File: src/rtl/m_scan7segment.sv
// m_scan7segment: N-digit time-multiplexed 7-segment driver.
// Prescaler -> scan index -> one BLANK cycle per digit change, then DRIVE
// until the next scan step. Segments and digit selects are active-low.
// Optional feature macro: SEG_BLINK_EN (adds iblink port and blink counter).
module m_scan7segment #(
  parameter int unsigned NDIG        = 4,
  parameter int unsigned CLK_DIV     = 500000,
  parameter int unsigned BLINK_TICKS = 50
) (
  input  logic                  clk,
  input  logic                  rst_n,
  input  logic [4*NDIG-1:0]     idat,
  input  logic [NDIG-1:0]       ien,
  input  logic [NDIG-1:0]       idp,
`ifdef SEG_BLINK_EN
  input  logic [NDIG-1:0]       iblink,
`endif
  output logic [7:0]            odat,
  output logic [NDIG-1:0]       odig,
  output logic                  otick
);

  localparam int unsigned CW = (CLK_DIV > 1) ? $clog2(CLK_DIV) : 1;
  localparam int unsigned IW = (NDIG > 1) ? $clog2(NDIG) : 1;

  typedef enum logic {
    BLANK = 1'b0,
    DRIVE = 1'b1
  } phase_e;

  // Segment decode, active-low a..g (bit6 = g), dp handled separately
  function automatic logic [6:0] seg_decode(input logic [3:0] nib);
    logic [6:0] s;
    case (nib)
      4'h0: s = 7'h40;
      4'h1: s = 7'h79;
      4'h2: s = 7'h24;
      4'h3: s = 7'h30;
      4'h4: s = 7'h19;
      4'h5: s = 7'h12;
      4'h6: s = 7'h02;
      4'h7: s = 7'h78;
      4'h8: s = 7'h00;
      4'h9: s = 7'h18;
      4'hA: s = 7'h08;
      4'hB: s = 7'h03;
      4'hC: s = 7'h27;
      4'hD: s = 7'h21;
      4'hE: s = 7'h06;
      default: s = 7'h0E;
    endcase
    return s;
  endfunction

  logic [CW-1:0]   cnt_q, cnt_d;
  logic [IW-1:0]   idx_q, idx_d;
  phase_e          phase_q, phase_d;
  logic [7:0]      odat_q, odat_d;
  logic [NDIG-1:0] odig_q, odig_d;
  logic            otick_q, otick_d;
  logic [3:0]      hnib_q, hnib_d;
  logic            hen_q, hen_d;
  logic            hdp_q, hdp_d;
  logic            tick;
  logic            shown;

`ifdef SEG_BLINK_EN
  localparam int unsigned BW = (BLINK_TICKS > 1) ? $clog2(BLINK_TICKS) : 1;
  logic [BW-1:0]   bcnt_q, bcnt_d;
  logic            blink_off_q, blink_off_d;
  logic            hblink_q, hblink_d;
`endif

  assign tick = (cnt_q == CW'(CLK_DIV - 1));

  // Prescaler, scan index and hold registers for the digit about to be shown
  always_comb begin
    cnt_d  = tick ? '0 : cnt_q + 1'b1;
    idx_d  = idx_q;
    hnib_d = hnib_q;
    hen_d  = hen_q;
    hdp_d  = hdp_q;
`ifdef SEG_BLINK_EN
    hblink_d    = hblink_q;
    bcnt_d      = bcnt_q;
    blink_off_d = blink_off_q;
`endif
    if (tick) begin
      idx_d = (idx_q == IW'(NDIG - 1)) ? '0 : idx_q + 1'b1;
      for (int unsigned k = 0; k < NDIG; k++) begin
        if (idx_d == IW'(k)) begin
          hnib_d = idat[4*k +: 4];
          hen_d  = ien[k];
          hdp_d  = idp[k];
`ifdef SEG_BLINK_EN
          hblink_d = iblink[k];
`endif
        end
      end
`ifdef SEG_BLINK_EN
      if (bcnt_q == BW'(BLINK_TICKS - 1)) begin
        bcnt_d      = '0;
        blink_off_d = ~blink_off_q;
      end else begin
        bcnt_d = bcnt_q + 1'b1;
      end
`endif
    end
  end

  // A blinking digit in its off half-period is treated as disabled
  always_comb begin
`ifdef SEG_BLINK_EN
    shown = hen_q & ~(hblink_q & blink_off_q);
`else
    shown = hen_q;
`endif
  end

  // Phase sequencing: blank on the tick edge, drive the held digit one edge later
  always_comb begin
    phase_d = phase_q;
    odat_d  = odat_q;
    odig_d  = odig_q;
    otick_d = 1'b0;
    if (tick) begin
      phase_d = BLANK;
      odat_d  = 8'hFF;
      odig_d  = '1;
      otick_d = 1'b1;
    end else if (phase_q == BLANK && otick_q) begin
      phase_d = DRIVE;
      if (shown) begin
        for (int unsigned k = 0; k < NDIG; k++) begin
          odig_d[k] = (idx_q != IW'(k));
        end
        odat_d = {~hdp_q, seg_decode(hnib_q)};
      end else begin
        odat_d = 8'hFF;
        odig_d = '1;
      end
    end
  end

  // State register
  always_ff @(posedge clk or negedge rst_n) begin
    if (!rst_n) begin
      cnt_q   <= '0;
      idx_q   <= '0;
      phase_q <= BLANK;
      odat_q  <= 8'hFF;
      odig_q  <= '1;
      otick_q <= 1'b0;
      hnib_q  <= '0;
      hen_q   <= 1'b0;
      hdp_q   <= 1'b0;
`ifdef SEG_BLINK_EN
      bcnt_q      <= '0;
      blink_off_q <= 1'b0;
      hblink_q    <= 1'b0;
`endif
    end else begin
      cnt_q   <= cnt_d;
      idx_q   <= idx_d;
      phase_q <= phase_d;
      odat_q  <= odat_d;
      odig_q  <= odig_d;
      otick_q <= otick_d;
      hnib_q  <= hnib_d;
      hen_q   <= hen_d;
      hdp_q   <= hdp_d;
`ifdef SEG_BLINK_EN
      bcnt_q      <= bcnt_d;
      blink_off_q <= blink_off_d;
      hblink_q    <= hblink_d;
`endif
    end
  end

  assign odat  = odat_q;
  assign odig  = odig_q;
  assign otick = otick_q;

endmodule
File: config.mk
export PLATFORM = sky130hd
export DESIGN_NAME = m_scan7segment
export DESIGN_NICKNAME = d
export VERILOG_FILES = /design/src/rtl/m_scan7segment.sv
export SDC_FILE = /design/constraint.sdc
export NUM_CORES = 1
export LEC_CHECK = 0
export ABC_AREA = 0
export CORE_MARGIN = 1
export CORE_UTILIZATION = 45
export DETAILED_ROUTE_END_ITERATION = 7
export PLACE_DENSITY = 0.72
export SYNTH_ARGS = -nofsm -noshare
export SYNTH_HDL_FRONTEND = slang
export SYNTH_SLANG_ARGS = --single-unit
File: constraint.sdc
create_clock -name clk -period 2 [get_ports clk]
set_clock_uncertainty 0.15 [all_clocks]
set_input_delay 0.2 -clock clk [delete_from_list [all_inputs] [get_ports clk]]
set_output_delay 0.2 -clock clk [all_outputs]
set_load 0.03 [all_outputs]
==> metrics.yaml, run 1 <==
setup_viol: 0
numPlacedInstances: 342
r2r-start: "cnt_q[1]"
endpoint_kind: "register"
hpwl_um: 3300
fin_nets: 324
wl_um: 4620
crit_path_max_incr_delay_ns: 0.52
gr-total-overflow: 0
antenna_found_initial: 0
drt-vias-per-instance: 5.05
yosysWarnings: 0
die_x_um: 73.6
vias: 1781
tns_ns: 0
cap_violations: 0
h-tree-depth: 2
finalHoldViolCount: 0
outcome: "finished, final reports clean"
yosysSeqAreaShare_pct: 45.1
seq_area_um2: 1040
cts.sinks: 41
r2r_end: "cnt_q[18]"
synth_ff_type: "dfrtp_1"
netlist_area_um2: 2310
clockBufferDepth: 2
start_util_pct: 47.9
std_cell_rows: 25
synth_cells: 227
worst_pin_slew_ns: 0.506
reg2reg_setup_slack_ns: 0.07
ys_types: 44
total_power_mw: 1.52
power_density_nw_per_um2: 504
grtUsageTotal_pct: 19.8
hold_path.class: "in -> async"
critPathArrivalTime_ns: 2.03
drt_iter0_markers: 120
drv_slew: 0
num_io_pins: 39
synth_edf_count: 0
worstPathMaxFanout: 3
portBuffers: 38
rr_worst_depth: 6
ys_async_sr_fraction_pct: 100
irDropWorstVdd_uv: 250
root_buffer: "clkbuf_8"
grt_pass1_wl_um: 8070
cts_tree: "built"
clkTransAtPathRegs_ns: 0.09
critPathSlowestCell: "or4_4"
cts_buffers: 5
synth_seq_cells: 41
final_layout_size_suffix_gt1_share_pct: 21.3
grt_setup_unrepaired: "false"
crit_path_start_kind: "register"
floorplan.die_area_um2: 5420
fin_crit_sh_pct: 96.7
path_cells: "ha_2 -> nand3_2 -> buf_6 -> or4_4 -> or3_1 -> a21oi_2"
fin_cells: 353
grt_start_max_net_pins: 42
routedWlPerCell_um: 13.1
nFillCells: 411
area_growth_pct: 30.8
postRouteAntennaNets: 0
min_period_ns: 1.93
crit_required_ns: 2.09
drc: 0
place.gp.congestion: 0.806
grt_pass1_vias: 1744
multi_input_area_um2: 1180
die-height_um: 73.6
critPathKind: "reg -> reg"
syn-num-nets: 266
clk_latency_ns: 0.30
core-area_um2: 4820
syn_area_per_cell_um2: 10.2
fmax_mhz: 517
drtPass1Iterations: 4
p_leak_nw: 1.31
timing.slew.headroom_pct: 66.3
diodes: 0
[layer usage]
| layer | vias to the layer above | global-route usage [%] | routed length, µm |
|---|---|---|---|
| met2 | 39 | 30.5 | 2090 |
| met5 | - | 0 | 0 |
| met4 | 0 | 7.69 | 85 |
| met3 | 7 | 3.70 | 133 |
| li1 | 908 | - | - |
| met1 | 827 | 27.7 | 2310 |
[cells by family after synthesis]
| logic type | synth area share, % |
|---|---|
| multiplexers | 9.81 |
| adder cells (fa/ha/maj) | 7.04 |
| AO/OA/AOI/OAI | 9.86 |
| buffers and inverters | 4.50 |
| XOR/XNOR | 5.31 |
| flip-flops | 45.1 |
| AND/OR/NAND/NOR | 18.4 |
[how the worst max path moves through the flow]
stage / start / end
2_1_floorplan: cnt_q[0] / hdp_q
3_3_place_gp: cnt_q[1] / cnt_q[18]
3_5_place_dp: cnt_q[1] / cnt_q[18]
4_1_cts: cnt_q[1] / cnt_q[18]
5_1_grt: cnt_q[1] / hen_q
6_report: cnt_q[1] / cnt_q[18]
[area by class of cell]
type	count	area share, %
Timing Repair Buffer	63	18.8
Clock buffer	7	3.23
Tap cell	67	2.78
Clock inverter	1	0.166
Sequential cell	41	34.5
Multi-Input combinational cell	167	39.2
Inverter	7	1.28
[critical path: cells and delay by family, from the launching register on]
kind / cells / cell delay (ns)
and+or+nand+nor: 3 / 0.94
DFF: 1 / 0.36
adders and majority gates: 1 / 0.18
buffers and inverters: 1 / 0.13
AOI/OAI and AO/OA: 1 / 0.12
[synthesized netlist by cell type (all sizes together), types with 2 or more instances]
| master | count | area (µm²) |
|---|---|---|
| dfrtp | 29 | 726 |
| nand2 | 21 | 78.8 |
| nor2 | 21 | 78.8 |
| o21ai | 21 | 105 |
| ha | 13 | 163 |
| mux2 | 13 | 146 |
| dfstp | 12 | 315 |
| nand3 | 12 | 65.1 |
| clkbuf | 8 | 30.0 |
| mux2i | 8 | 80.1 |
| xnor2 | 8 | 70.1 |
| nand4 | 7 | 50.1 |
| a21oi | 6 | 33.8 |
| inv | 6 | 22.5 |
| xor2 | 6 | 52.6 |
| and4 | 4 | 36.3 |
| buf | 4 | 35.0 |
| nor4 | 3 | 18.8 |
| o211ai | 3 | 22.5 |
| nand2b | 2 | 12.5 |
| nor3 | 2 | 10.0 |
| o2111a | 2 | 22.5 |
| or2 | 2 | 12.5 |
| or3 | 2 | 12.5 |
[cell usage in the layout, fill, tap and decap left out, types with 2 or more instances in the layout]
cell and count:
clkdlybuf4s50_1 37, dfrtp_1 29, buf_4 23, nor2_1 21, o21ai_0 21, nand2_1 21, dfstp_2 12, nand3_1 11
ha_1 10, mux2i_1 8, xnor2_1 8, mux2_1 7, inv_1 6, nand4_1 6, xor2_1 6, mux2_2 6
a21oi_1 5, clkbuf_8 5, nor4_1 3, and4_1 3, o211ai_1 3, or3_1 2, nor3_1 2, o2111a_1 2
nand2b_1 2, ha_2 2
[report_power, final]
group / switching [mW] / internal [mW]
Sequential: 0 / 0.830
Combinational: 0.0264 / 0.0513
Clock: 0.295 / 0.320
Total: 0.321 / 1.20
[registers in the layout (all words and copies together) (netlist names)]
signal   cells
otick        1
hdp_q        1
phase_q      1
hen_q        1
idx_q        2
cnt_q       19
hnib_q       4
odat         8
odig         4
[through the flow]
| stage | hold WS (ns) | util (%) | worst slack (ns) | cell area [µm²] |
|---|---|---|---|---|
| 3_3_place_gp | 0.140 | 59.6 | 0.0263 | 2870 |
| 2_1_floorplan | -0.246 | - | -0.00942 | 2310 |
| 5_1_grt | 0.380 | 62.7 | 0.000161 | 3020 |
| 4_1_cts | 0.343 | 62.4 | 0.0146 | 3010 |
| 3_5_place_dp | 0.144 | 59.6 | 0.00292 | 2870 |
| 6_report | 0.333 | 62.7 | 0.0652 | 3020 |
[what timing repair did]
action                     4_1_cts  5_1_grt
setup endpoints to repair        8        3
pin swaps                        4        1
setup buffers                    2        0
resized for setup                3        2
hold endpoints to repair        29        0
hold buffers                     1        0
No activity file was read; power rests on OpenSTA's default activity.
==> run 2: changes to the inputs <==
- CORE_MARGIN: 1 -> 3
- PLACE_DENSITY: 0.72 -> unset
- PLACE_DENSITY_LB_ADDON: unset -> 0.12
==> run 2 against run 1 <==
  * Sequential share of layout area decreased by 0.49 points
  * Final area increased by 1.4%
  * Clock power increased by 12%
  * Total power increased by 4.7%
  * Sequential power about the same
  * Via count increased by 1.9%
  * Sequential cell count unchanged
  * Non-clock buffer count increased by 4
  * The run now ends with setup timing left
  * Register-to-register slack got worse by 0.08 ns
  * Hold slack improved by 0.0070 ns
  * Largest power group unchanged
  * Utilization increased by 0.50 points
==> metrics.yaml, run 2 (synthesized netlist as in run 1, its figures left out) <==
outcome: "complete, but fails checks"
cts_buffers: 5
clk_latency_ns: 0.29
clkTransAtPathRegs_ns: 0.08
fmax_mhz: 497
cts_tree: "built"
largest-register: "cnt_q"
grt_pass1_wl_um: 8700
drc: 0
place_area_um2: 2880
diodes: 0
std_cell_rows: 25
hpwl_um: 3700
nFillCells: 412
total_power_mw: 1.59
die-height_um: 77.6
grtUsageTotal_pct: 18.1
fin_crit_sh_pct: 101
setup_viol: 1
r2r_end: "cnt_q[18]"
postRouteAntennaNets: 0
hold_slack_ns: 0.340
hp-start: "phase_q"
clockBufferDepth: 2
tns_ns: -0.0114
place.gp.congestion: 0.772
vias: 1814
design_area_um2: 3060
crit_path_start_kind: "register"
worstPathMaxFanout: 3
final_common_cell: "clkdlybuf4s50_1"
rr_worst_depth: 6
portBuffers: 38
critPathKind: "reg -> reg"
finalHoldViolCount: 0
endpoint_kind: "register"
drtPass1Iterations: 4
timing.slew.headroom_pct: 65.7
path_cells: "ha_2 -> nand3_2 -> buf_6 -> or4_4 -> or3_1 -> a21oi_2"
crit_path_max_incr_delay_ns: 0.52
wl_um: 5050
crit_required_ns: 2.07
worst-path-buf-inv: 1
critPathArrivalTime_ns: 2.08
grt_pass1_vias: 1876
layout_common_cells: "clkdlybuf4s50_1 (37), dfrtp_1 (29), buf_4 (27)"
h-tree-depth: 2
r2r-start: "cnt_q[1]"
fin_cells: 357
largest_reg_flops: 19
power_density_nw_per_um2: 520
root_buffer: "clkbuf_8"
numPlacedInstances: 343
p_leak_nw: 1.34
routedWlPerCell_um: 14.1
min_period_ns: 2.01
final_layout_size_suffix_gt1_share_pct: 22.4
irDropWorstVdd_uv: 343
fin_nets: 328
start_util_pct: 47.6
hold_path.class: "reg -> reg"
cts.sinks: 41
grt_start_max_net_pins: 42
floorplan.die_area_um2: 6030
area_growth_pct: 32.7
grt_setup_unrepaired: "true"
critPathTopFamily: "simple AND/OR/NAND/NOR gates"
holdPathStages: 2
core-area_um2: 4850
drt-vias-per-instance: 5.08
critPathSlowestCell: "or4_4"
worst_pin_slew_ns: 0.515
reg2reg_setup_slack_ns: -0.01
gr-total-overflow: 0
antenna_found_initial: 0
drv_slew: 0
die_x_um: 77.6
num_io_pins: 39
cap_violations: 0
drt_iter0_markers: 133
violations: "setup timing"
setup_ws_ns: -0.0114
holdPathEnd: "phase_q"
==> run 2: cell types whose count changed in the layout (fill, tap and decap cells not counted), sizes merged <==
cell / delta
clkinv: -1
buf: +4
bufinv: +1
==> run 2: metrics by stage <==
step,worst slack [ns],utilization (%)
global placement,0.0296,59.4
floorplan,-0.00942,-
global route,-0.0656,63.2
detailed placement,-0.0296,59.4
finish,-0.0114,63.2
CTS,-0.0330,62.3
==> run 2: final cells by class <==
cell class / instances / area (µm²) / area share (%)
clock buffer: 7 / 86.3 / 2.82
clock inverter: 1 / 30.0 / 0.980
inverter: 7 / 38.8 / 1.27
multi-input combinational: 167 / 1180 / 38.7
sequential: 41 / 1040 / 34.0
tap: 67 / 83.8 / 2.74
timing repair buffer: 67 / 599 / 19.6
==> run 2: what timing repair did <==
action,in CTS,in global routing
hold buffers,1,0
endpoints found under the setup margin,3,10
setup buffers,2,3
gates resized for setup,1,4
pin swaps,0,4
hold endpoints to repair,29,0
==> run 2: worst min-delay path, stage by stage (launching register included) <==
cell	delay, ns
dfrtp_1	0.35
nor2_1	0.04
nor2_1	0.07
==> run 2: worst max-delay path by stage <==
stage / start / cells past startpoint / end
floorplan: cnt_q[0] / 7 / hdp_q
global placement: cnt_q[1] / 6 / cnt_q[18]
detailed placement: cnt_q[0] / 6 / cnt_q[18]
CTS: cnt_q[1] / 6 / cnt_q[18]
global route: cnt_q[1] / 6 / cnt_q[18]
finish: cnt_q[1] / 6 / cnt_q[18]
==> run 2: power by group <==
group          internal [mW]  switching, mW  leakage [nW]  total [mW]
clock                  0.407          0.279        0.0585       0.686
combinational         0.0514         0.0269         0.766      0.0783
sequential             0.830              0         0.515       0.830
==> run 2: metal layers <==
| metal | vias to the layer above | share of wire, % | GRT usage (%) |
|---|---|---|---|
| li1 | 914 | - | - |
| met1 | 868 | 48 | 24.9 |
| met2 | 27 | 48 | 28.6 |
| met3 | 5 | 2.9 | 3.94 |
| met4 | 0 | 1.1 | 5.34 |
| met5 | - | 0 | 0 |
==> edit: new RTL, settings of run 1 <==
Put one more register stage on the output `odat`. The value now appears one clock later. The other outputs are not delayed to match.
--- a/src/rtl/m_scan7segment.sv
+++ b/src/rtl/m_scan7segment.sv
@@ -177,7 +177,9 @@
     end
   end
 
-  assign odat  = odat_q;
+  always_ff @(posedge clk) begin
+    odat <= odat_q;
+  end
   assign odig  = odig_q;
   assign otick = otick_q;
 
Formal check against the unedited RTL: no difference found for any inputs over 10 cycles, from zero or initial values and one cycle with rst_n low; that may be too few to reach the edited logic, so the function may still have changed.
==> edit against run 1 <==
  * Hold slack got worse by 0.11 ns
  * Final cell count is 3.7% higher
  * Worst setup slack improved by 0.028 ns
  * Sequential cell count up 8
  * Critical path depth is the same
  * Fmax rose by 1.4%
  * Routed wire length increased by 1.1%
  * Design area grew 4.6%
  * Sequential share of layout area grew 3.6 points
  * Area after synthesis is 6.8% higher
  * Die area grew 6.6%
  * Total power increased by 9.8%
  * Critical path type unchanged
  * Largest cell class is now registers
==> edit: results (changes against run 1) <==
Worst setup path
  • R2R setup slack: 0.09 ns (+0.03 ns)
  • Worst Path Max Fanout: 8 (+5)
  • Reg-to-reg endpoint: hen_q$_DFFE_PN0P_
  • Crit path DAT: 1.96 ns (-0.07 ns)
  • R2r startpoint: cnt_q[0]$_DFF_PN0_
  • Critical-path top delay cell: dfrtp_1
  • CP max stage delay: 0.36 ns (-0.16 ns)
  • Register-to-Register Path Depth: 6 (unchanged)
  • Crit path max-delay family: simple AND/OR/NAND/NOR gates

Power
  • Worst IR Drop VDD: 0.253 mV (+1.3%)
  • Clock share of power: 0.361 (-0.043)
  • Cell internal pwr: 1.29 mW (+7.6%)
  • Leakage: 1.37 nW (+4.4%)

Placed design
  • Placed cell area: 0.00304 sq mm (+6.0%)
  • Pre-CTS setup slack: 0.0166 ns (+0.0137 ns)
  • Dpl cells: 357 (+4.4%)
  • Detailed placement HPWL: 3470 um (+5.1%)
  • PortBufs: 38 (unchanged)
  • Placer congestion estimate: 0.899 (+12%)

Cells and area
  • Biggest regs: cnt_q x19, odat x8, odat_q x8
  • Post-route insts no fill: 366 (+3.7%)
  • Nets: 334 (+3.1%)
  • Layout cell share with drive strength beyond 1: 0.193 (-0.0207)
  • # diodes: 0 (unchanged)
  • Fillers: 444 (+8.0%)

STA
  • Hold_ws: 0.222 ns (-0.111 ns)
  • Slew @ Worst Pin: 0.490 ns (-0.0156 ns)

Clocking
  • # Post-CTS Setup Buffers: 0 (-2)
  • Later-pin clock latency in the skew report: 0.32 ns (+0.02 ns)
  • CTS H-tree lvls: 2 (unchanged)

Global routing
  • Largest net degree at the start of global routing: 23 (-45%)
  • First-pass GRT wire length: 8160 um (+1.0%)
  • Vias in the first global route: 1736 (-0.46%)
  • Initial antenna violation count: 0 (unchanged)
  • Total global-route track usage: 0.178 (-0.0203)

Run status
  • Status: finished, final reports clean

Logic synthesis
  • Top post-synthesis cells by count: dfrtp_1, nand2_1, nor2_1, ha_1, o21ai_0
  • Synth unique cells: 43 (-2.3%)
  • FFs w/ async S/R, synth: 0.837 (-0.163)
  • Seq/Total Area, Yosys: 0.487 (+0.0361)
  • Ys flop type: dfrtp_1
  • Synth Instances: 240 (+5.7%)
  • Syn_nets: 279 (+4.9%)
  • Top cells by area, synth: dfrtp_1, dfstp_2, ha_1

Drt
  • First-pass DRT Iterations: 4 (unchanged)
  • DRT iter0 DRCs: 115 (-4.2%)
  • Vias per std cell: 5.19 (+2.8%)
  • WL final: 4670 um (+1.1%)

Hold path
  • Worst Hold Class: primary input to asynchronous set/reset pin
edit: changes by cell type after synthesis, sizes merged, moves of 2 or more:
cell	delta
dfxtp	+8
nor3	+2
nor2	+4
and4	-2
a21oi	-2
nand2	+4
edit: worst max path at each step:
stage | from | to | slack [ns] | depth (start not counted)
2_1_floorplan | cnt_q[0]$_DFF_PN0_ | hdp_q$_DFFE_PN0P_ | -0.03 | 7
3_3_place_gp | idx_q[0]$_DFFE_PN0N_ | hnib_q[0]$_DFFE_PN0P_ | 0.07 | 6
3_5_place_dp | idx_q[0]$_DFFE_PN0N_ | hnib_q[1]$_DFFE_PN0P_ | 0.02 | 6
4_1_cts | idx_q[0]$_DFFE_PN0N_ | hnib_q[1]$_DFFE_PN0P_ | 0.007 | 6
5_1_grt | idx_q[0]$_DFFE_PN0N_ | hen_q$_DFFE_PN0P_ | -0.02 | 6
6_report | cnt_q[0]$_DFF_PN0_ | hen_q$_DFFE_PN0P_ | 0.09 | 6
edit: routing by layer:
metal / GRT usage / wire [um] / vias up
met3: 0.0371 / 234 / 7
met1: 0.258 / 2360 / 890
li1: - / - / 946
met5: 0 / 0 / -
met2: 0.256 / 1990 / 55
met4: 0.0788 / 88 / 0
edit: kinds of logic after synthesis:
group,share of synthesized area
simple gates,0.177
flops,0.487
compound gates,0.0872
mux,0.0958
buf+inv,0.0375
xor+xnor,0.0497
fa+ha+maj,0.0659
edit: final cells by class:
class	instances	area, sq um	share of cell area
clock inverter	3	20.0	0.00634
inverter	7	33.8	0.0107
clock buffer	5	68.8	0.0218
tap	70	87.6	0.0277
sequential	49	1200	0.380
multi-input combinational	172	1190	0.377
timing repair buffer	60	556	0.176
edit: power groups by stage:
stage               logic, mW  registers, mW  clock network, mW
floorplan              0.0109           1.01                  0
global placement       0.0794           1.01                  0
detailed placement     0.0804           1.01                  0
CTS                    0.0820          0.989              0.616
global route           0.0893          0.989              0.659
finish                 0.0801          0.989              0.604
edit: what timing repair did:
action	CTS	global route
endpoints found under the hold margin	8	0
hold buffers	1	0
endpoints found under the setup margin	0	10
resized for setup	0	4
edit: worst register-to-register path: cells and delay by family, from the launching register on:
| family | cells | cell delay (ns) |
|---|---|---|
| adder cells (fa/ha/maj) | 1 | 0.19 |
| buffers and inverters | 1 | 0.08 |
| flip-flops | 1 | 0.36 |
| multiplexers | 1 | 0.32 |
| AND/OR/NAND/NOR | 3 | 0.69 |
